--- src/rtl/ifft4_stream.sv ---
// Purpose: 4-point radix-2 inverse FFT over valid/ready streams (bins in X0..X3, samples out x0..x3).
// Latency: X3 accepted on cycle T -> x0 presented on cycle T+3 (two registered butterfly stages).
// Backpressure: in_ready only in LOAD; outputs held stable while out_valid && !out_ready.
module ifft4_stream #(
    parameter int WIDTH = 32
) (
    input  logic             clk,
    input  logic             reset,
    input  logic             in_valid,
    output logic             in_ready,
    input  logic [WIDTH-1:0] in_data,
    output logic             out_valid,
    input  logic             out_ready,
    output logic [WIDTH-1:0] out_data,
    output logic             out_last,
    output logic             busy
);

    localparam int H = WIDTH / 2;

    typedef enum logic [1:0] {
        LOAD   = 2'd0,
        STAGE1 = 2'd1,
        STAGE2 = 2'd2,
        EMIT   = 2'd3
    } state_t;

    state_t           state;
    state_t           state_nxt;
    logic [1:0]       cnt;
    logic [1:0]       idx;
    logic [WIDTH-1:0] bin [4];
    logic [WIDTH-1:0] a0, a1, b0, b1;
    logic [WIDTH-1:0] xs [4];
    logic [WIDTH-1:0] a0_c, a1_c, b0_c, b1_c;
    logic [WIDTH-1:0] x_c [4];
    logic             in_hs;
    logic             out_hs;

    // Half-width add/subtract with one guard bit, then floor-halve back to H bits.
    // The guard bit makes the halved result always representable, so no saturation.
    function automatic logic [H-1:0] half_op(input logic [H-1:0] p, input logic [H-1:0] q,
                                             input logic sub);
        logic [H:0] s;
        if (sub) s = {p[H-1], p} - {q[H-1], q};
        else     s = {p[H-1], p} + {q[H-1], q};
        return s[H:1];
    endfunction

    function automatic logic [H-1:0] re(input logic [WIDTH-1:0] v);
        return v[WIDTH-1:H];
    endfunction

    function automatic logic [H-1:0] im(input logic [WIDTH-1:0] v);
        return v[H-1:0];
    endfunction

    assign in_ready = (state == LOAD);
    assign busy     = (state != LOAD);
    assign in_hs    = in_valid && in_ready;
    assign out_hs   = out_valid && out_ready;

    // First butterfly stage: pair even bins and odd bins.
    always_comb begin
        a0_c = {half_op(re(bin[0]), re(bin[2]), 1'b0), half_op(im(bin[0]), im(bin[2]), 1'b0)};
        a1_c = {half_op(re(bin[0]), re(bin[2]), 1'b1), half_op(im(bin[0]), im(bin[2]), 1'b1)};
        b0_c = {half_op(re(bin[1]), re(bin[3]), 1'b0), half_op(im(bin[1]), im(bin[3]), 1'b0)};
        b1_c = {half_op(re(bin[1]), re(bin[3]), 1'b1), half_op(im(bin[1]), im(bin[3]), 1'b1)};
    end

    // Second butterfly stage; the +j twiddle on b1 becomes a real/imag swap folded
    // into the add/sub choice, so no negation (and no -min overflow) is ever formed.
    always_comb begin
        x_c[0] = {half_op(re(a0), re(b0), 1'b0), half_op(im(a0), im(b0), 1'b0)};
        x_c[2] = {half_op(re(a0), re(b0), 1'b1), half_op(im(a0), im(b0), 1'b1)};
        x_c[1] = {half_op(re(a1), im(b1), 1'b1), half_op(im(a1), re(b1), 1'b0)};
        x_c[3] = {half_op(re(a1), im(b1), 1'b0), half_op(im(a1), re(b1), 1'b1)};
    end

    // State register.
    always_ff @(posedge clk) begin
        if (reset) state <= LOAD;
        else       state <= state_nxt;
    end

    // Next-state logic: load four bins, two compute cycles, emit four samples.
    always_comb begin
        state_nxt = state;
        case (state)
            LOAD:    if (in_hs && cnt == 2'd3) state_nxt = STAGE1;
            STAGE1:  state_nxt = STAGE2;
            STAGE2:  state_nxt = EMIT;
            EMIT:    if (out_hs && idx == 2'd3) state_nxt = LOAD;
            default: state_nxt = LOAD;
        endcase
    end

    // Data storage: bins, stage-1 results and output samples need no reset since
    // they are always written before being read within a frame.
    always_ff @(posedge clk) begin
        if (state == LOAD && in_hs) bin[cnt] <= in_data;
        if (state == STAGE1) begin
            a0 <= a0_c;
            a1 <= a1_c;
            b0 <= b0_c;
            b1 <= b1_c;
        end
        if (state == STAGE2) begin
            for (int i = 0; i < 4; i++) xs[i] <= x_c[i];
        end
    end

    // Counters and the registered output stream.
    always_ff @(posedge clk) begin
        if (reset) begin
            cnt       <= 2'd0;
            idx       <= 2'd0;
            out_valid <= 1'b0;
            out_data  <= '0;
            out_last  <= 1'b0;
        end else begin
            case (state)
                LOAD: begin
                    if (in_hs) cnt <= cnt + 2'd1;
                end
                STAGE2: begin
                    out_valid <= 1'b1;
                    out_data  <= x_c[0];
                    out_last  <= 1'b0;
                    idx       <= 2'd0;
                end
                EMIT: begin
                    if (out_hs) begin
                        if (idx == 2'd3) begin
                            out_valid <= 1'b0;
                            out_last  <= 1'b0;
                        end else begin
                            idx      <= idx + 2'd1;
                            out_data <= xs[idx + 2'd1];
                            out_last <= (idx == 2'd2);
                        end
                    end
                end
                default: ;
            endcase
        end
    end

endmodule
--- config.mk ---
export PLATFORM = sky130hd
export DESIGN_NAME = ifft4_stream
export DESIGN_NICKNAME = d
export VERILOG_FILES = /design/src/rtl/ifft4_stream.sv
export SDC_FILE = /design/constraint.sdc
export NUM_CORES = 1
export LEC_CHECK = 0
export ABC_AREA = 0
export CAP_MARGIN = 5
export CORE_AREA = 3 3 346 177
export CTS_BUF_LIST = sky130_fd_sc_hd__clkbuf_4
export DETAILED_ROUTE_END_ITERATION = 6
export DIE_AREA = 0 0 349 180
export PLACE_DENSITY = 0.71
export SLEW_MARGIN = 20
export SYNTH_ARGS = -nofsm -noshare
export SYNTH_HDL_FRONTEND = slang
export SYNTH_SLANG_ARGS = --single-unit
--- constraint.sdc ---
create_clock -name clk -period 10.52 [get_ports clk]
set_input_delay 2.104 -clock clk [delete_from_list [all_inputs] [get_ports clk]]
set_output_delay 2.104 -clock clk [all_outputs]
set_load 0.02 [all_outputs]
; Yosys cells after proc, flatten, opt, wreduce, memory -nomap -nowiden
; Memory sizes are Yosys's and may differ from the RTL's.
; Index checks and enable logic that the tools add are counted.
[word_totals]
ram_bits = 256
inputBits = 36
romBits = 0
latchBits = 0
ff_bits = 168
mem_count = 2
[classes]
eq_ne = 11
add_sub_neg = 18
n_bitwise = 0
muxes = 19
n_div = 0
mul = 0
reduce_logical = 13
shift = 0
magnitude_cmp = 0
[memory_table]
columns = name, depth, width, rd, rd_ports_with_merged_regs, wr, line_no
row1 = bin, 4, 32, 4, 0, 1, 32  ; logic [WIDTH-1:0] bin [4];
row2 = xs, 4, 32, 1, 0, 4, 34  ; logic [WIDTH-1:0] xs [4];
[op_table]
columns = operator, n
row1 = 16-bit by 16-bit adder with 17-bit output, 8
row2 = 16-bit by 16-bit subtractor with 17-bit output, 8
row3 = 32-bit two-way mux, 2
row4 = 32-bit one-hot mux with 2 select lines, 1
row5 = "2-bit == test, second input constant", 5
row6 = 1-bit two-way mux, 8
row7 = 2-bit two-way mux, 4
row8 = "2-bit inequality test, second input constant", 4
row9 = 2-bit one-hot mux with 4 select lines, 1
row10 = 2-bit AND reduction, 3
row11 = 3-bit AND reduction, 2
row12 = 1-bit logical AND, 5
row13 = "2-bit by 1-bit adder with 2-bit output, second input constant", 2
row14 = 1-bit one-hot mux with 2 select lines, 2
row15 = 2-bit one-hot mux with 2 select lines, 1
row16 = 2-bit nonzero test, 2
row17 = "2-bit by 1-bit == test with 1-bit output, second input constant", 1
row18 = 2-bit zero test, 1
row19 = "2-bit by 1-bit inequality test with 1-bit output, second input constant", 1

; Logic depth before layout (Yosys ltp)
[logic_depth]
ltp_word = 5
ltp_mapped = 11
mapped_depth_nobuf = 9

; Worst setup path after synthesis
; OpenSTA, ideal clock, no wires.
[synth_path]
path_kind = flip-flop to flip-flop
start = register state[0]
end = register out_data[29]
setup_slack_ps = 5603
stages_incl_launch_ff = 10
period_less_slack_ps = 4917
path_buffers = 1
arrival_ps = 4843
cell_sequence = dfxtp_1 > inv_1 > ha_1 > nand2_1 > nand2_1 > clkbuf_1 > nor2_1 > nor2_1 > o31ai_1 > a31oi_1
[synth_via]
elab_chain_cells = 3
elab_cells_between_ends = 7
[synth_rtl]
columns = item, line_no
row1 = start: declaration, 28  ; state_t state;
row2 = start signal: assignment, 83  ; else state <= state_nxt;
row3 = 2-bit == test, 122  ; case (state)
row4 = 2-bit inequality test (no line) / 2-bit nonzero test (equally long branches), -
row5 = 3-bit AND reduction (no line), -
row6 = end signal: assignment, 128  ; out_data <= x_c[0];
row7 = end signal: assignment, 139  ; out_data <= xs[idx + 2'd1];
row8 = end: declaration, 14  ; output logic [WIDTH-1:0] out_data,
; Parallel ways exist; a longest one is shown, timed or not.
; A chain may end at the register's enable or synchronous reset.

; Worst setup path after layout
[layout_path]
start = register state[0]
end = output in_ready
[layout_via]
elab_chain_cells = 1
[layout_rtl]
columns = item, line_no
row1 = 2-bit zero test, 58  ; assign in_ready = (state == LOAD);
row2 = end: declaration, 10  ; output logic in_ready,
; Every way passes these cells.

==> results.cfg <==
[synthesis]
synth_cells = 2423
async_flop_share = 0
yosysWarningCount = 0
ys_seq_elements = 424
ys_types = 90
synth_seq_area_share = 0.470
yosys-top-cells-area = edfxtp_1 44%, ha_1 12%, xnor2_1 5.1%
ys.flop_type = edfxtp_1
synth_fp_nets = 2725
syn_area_mm2 = 0.0262
yosys.area.top_type = edfxtp_1
synth-edff-count = 384
syn_area_per_cell_um2 = 10.8
yosys.area.top_type_share = 0.439

[sta]
fmax_mhz = 212
timing.final.crit_share = 0.449
worst_slack_ns = 5.80
rsz0062_at_grt = false
setup_viol = 0
layout_min_cycle_time_ns = 4.72
hold_viol = 0
fin_skew_ns = 0.0397
finalSetupTns_ns = 0
worstMarginPinSlew_ns = 1.16
relSlewSlack = 0.228
drv_slew = 0

[clock_tree]
root_buffer = clkbuf_4
cts_tree = done
clkLatencyLatePin_ns = 0.86
htreeDepth = 3
cts_setup_buffers = 0
cts_buffer_depth = 3
cts_inserted_buffers = 96
clock_sinks = 424
cts-resized-gates = 0
cts-hold-fix-buffers = 0
clk_pin_slew_ns = 0.07

[global_route]
antenna_found_initial = 13
grt_pass1_vias = 17542
gr-total-overflow = 0
grt_start_max_net_pins = 68
grt_pass1_wl_um = 110000
groute.usage.overall = 0.234

[drt]
route.antenna.remaining_nets = 0
num_vias = 19372
route.detailed.drc = 0
via_per_inst = 5.77
drt_iter0_markers = 2433
routed_wl_um = 75200
drt_pass1_iterations = 6
wl_per_cell_um = 22.4

[critical_path]
cp_data_arrival_time_ns = 2.62
r2r_start = state[0]
required_ns = 8.42
cp-start-kind = flop
crit_chain = inv_1 -> ha_1 -> clkdlybuf4s50_1
slowest_delay_ns = 0.71
critPathMaxFanout = 10
path_buf_inv = 2
crit_slowest_cell = clkdlybuf4s50_1
critPathKind = reg2out
worstSetupEndpointType = primary output
critPathTopFamily = buffers and inverters
startpoint = state[0]

[place]
placed_cell_area_mm2 = 0.0275
io_buffer_count = 71
place_hpwl_um = 59000
pre_cts_ws_ns = 5.88
place_congestion = 0.949

[pwr]
clockPowerShare = 0.185
p_sw_mw = 3.28
vdd_drop_max_mv = 0.123
swShare = 0.429
comb_power_share = 0.467
p_leak_nw = 11.2
seqPwrFrac = 0.347
p_int_mw = 4.36
cellPowerDensity_mw_per_mm2 = 265

[cells_and_area]
final_area_mm2 = 0.0289
nFillCells = 5202
layout-drive-gt1-share = 0.0890
layout_commonest_cell = edfxtp_1
area_growth_pct = 9.98
final_nets = 2800
layout_common_cells = 384 x edfxtp_1, 248 x ha_1, 247 x inv_1

[floorplan]
core_mm2 = 0.0587
dieHeight_um = 180
ios = 72
die_area_mm2 = 0.0628
die-width_um = 349
start_util = 0.447
fp-row-count = 63

[worst_hold_path]
hold_class = reg2reg
hp-start = out_last

[run]
cap_violations = 0

[run_status]
status = finished clean
## final cells by class
class | count | area (um^2) | share of cell area
repair buffers | 83 | 796 | 0.0276
inverters | 252 | 946 | 0.0328
diodes | 3 | 7.51 | 0.000260
clock inverters | 36 | 278 | 0.00963
well taps | 780 | 976 | 0.0338
multi-input cells | 1641 | 12500 | 0.433
clock buffers | 138 | 1040 | 0.0359
flip-flops and latches | 424 | 12300 | 0.427
## state kept, by name, summed over array words and instances (netlist names)
signal and flops:
bin 128, xs 128, a0 32, a1 32
b0 32, b1 32, out_data 32, cnt 2
idx 2, state 2, out_last 1, out_valid 1
## layer usage
metal	vias to the layer above	routed length, um	track usage
li1	8920	-	-
met2	1135	24500	0.253
met4	4	1110	0.0444
met1	9209	37000	0.382
met5	-	7	0
met3	104	12700	0.128
## cell usage after synthesis (27+ instances only)
master and instances:
o21ai_0 86, xor2_1 34, o31ai_1 27, nor2b_1 44, edfxtp_1 384, dfxtp_1 40
nor2_1 218, nand3_1 37, clkbuf_1 77, a211oi_1 41, a21oi_1 169, ha_1 250
xnor2_1 153, inv_1 247, nand2_1 102, mux4_2 32, nor3_1 66
## logic make-up (layout without fill, tap and decap cells)
| family | Yosys count | count (layout) | synth area share |
|---|---|---|---|
| mux | 48 | 48 | 0.0336 |
| buf+inv | 358 | 509 | 0.0551 |
| fa+ha+maj | 266 | 266 | 0.131 |
| xor+xnor | 187 | 187 | 0.0624 |
| simple gates | 603 | 603 | 0.112 |
| compound gates | 537 | 537 | 0.136 |
| other cells | 0 | 3 | 0 |
| flops | 424 | 424 | 0.470 |
## tightest hold or removal path, cell delays in order (launching register included)
cell and delay [ns]:
dfxtp_1 0.32, nand3_1 0.06, a21oi_1 0.06
## power groups by stage
| stage | registers (mW) | logic, mW | clock network (mW) |
|---|---|---|---|
| after floorplan | 2.57 | 2.35 | 0 |
| after global placement | 2.66 | 3.33 | 0 |
| after detailed placement | 2.68 | 3.42 | 0 |
| after CTS | 2.64 | 3.43 | 1.45 |
| after global routing | 2.67 | 3.84 | 1.53 |
| final | 2.65 | 3.57 | 1.41 |
## final timing paths
kind	slack, ns	cells past startpoint	to
max	5.80	3	in_ready
min	0.49	2	out_last
max reg2reg	6.91	9	out_data[29]
min reg2reg	0.49	2	out_last
## stage by stage
| step | utilization | power [mW] | hold slack, ns | std cells |
|---|---|---|---|---|
| floorplan | - | 4.92 | 0.452 | 2423 |
| global placement | 0.469 | 5.99 | 0.461 | 3180 |
| detailed placement | 0.469 | 6.09 | 0.474 | 3180 |
| CTS | 0.491 | 7.52 | 0.486 | 3354 |
| global route | 0.491 | 8.04 | 0.506 | 3356 |
| finish | 0.491 | 7.64 | 0.486 | 3357 |
(Power assumes the default switching activity.)
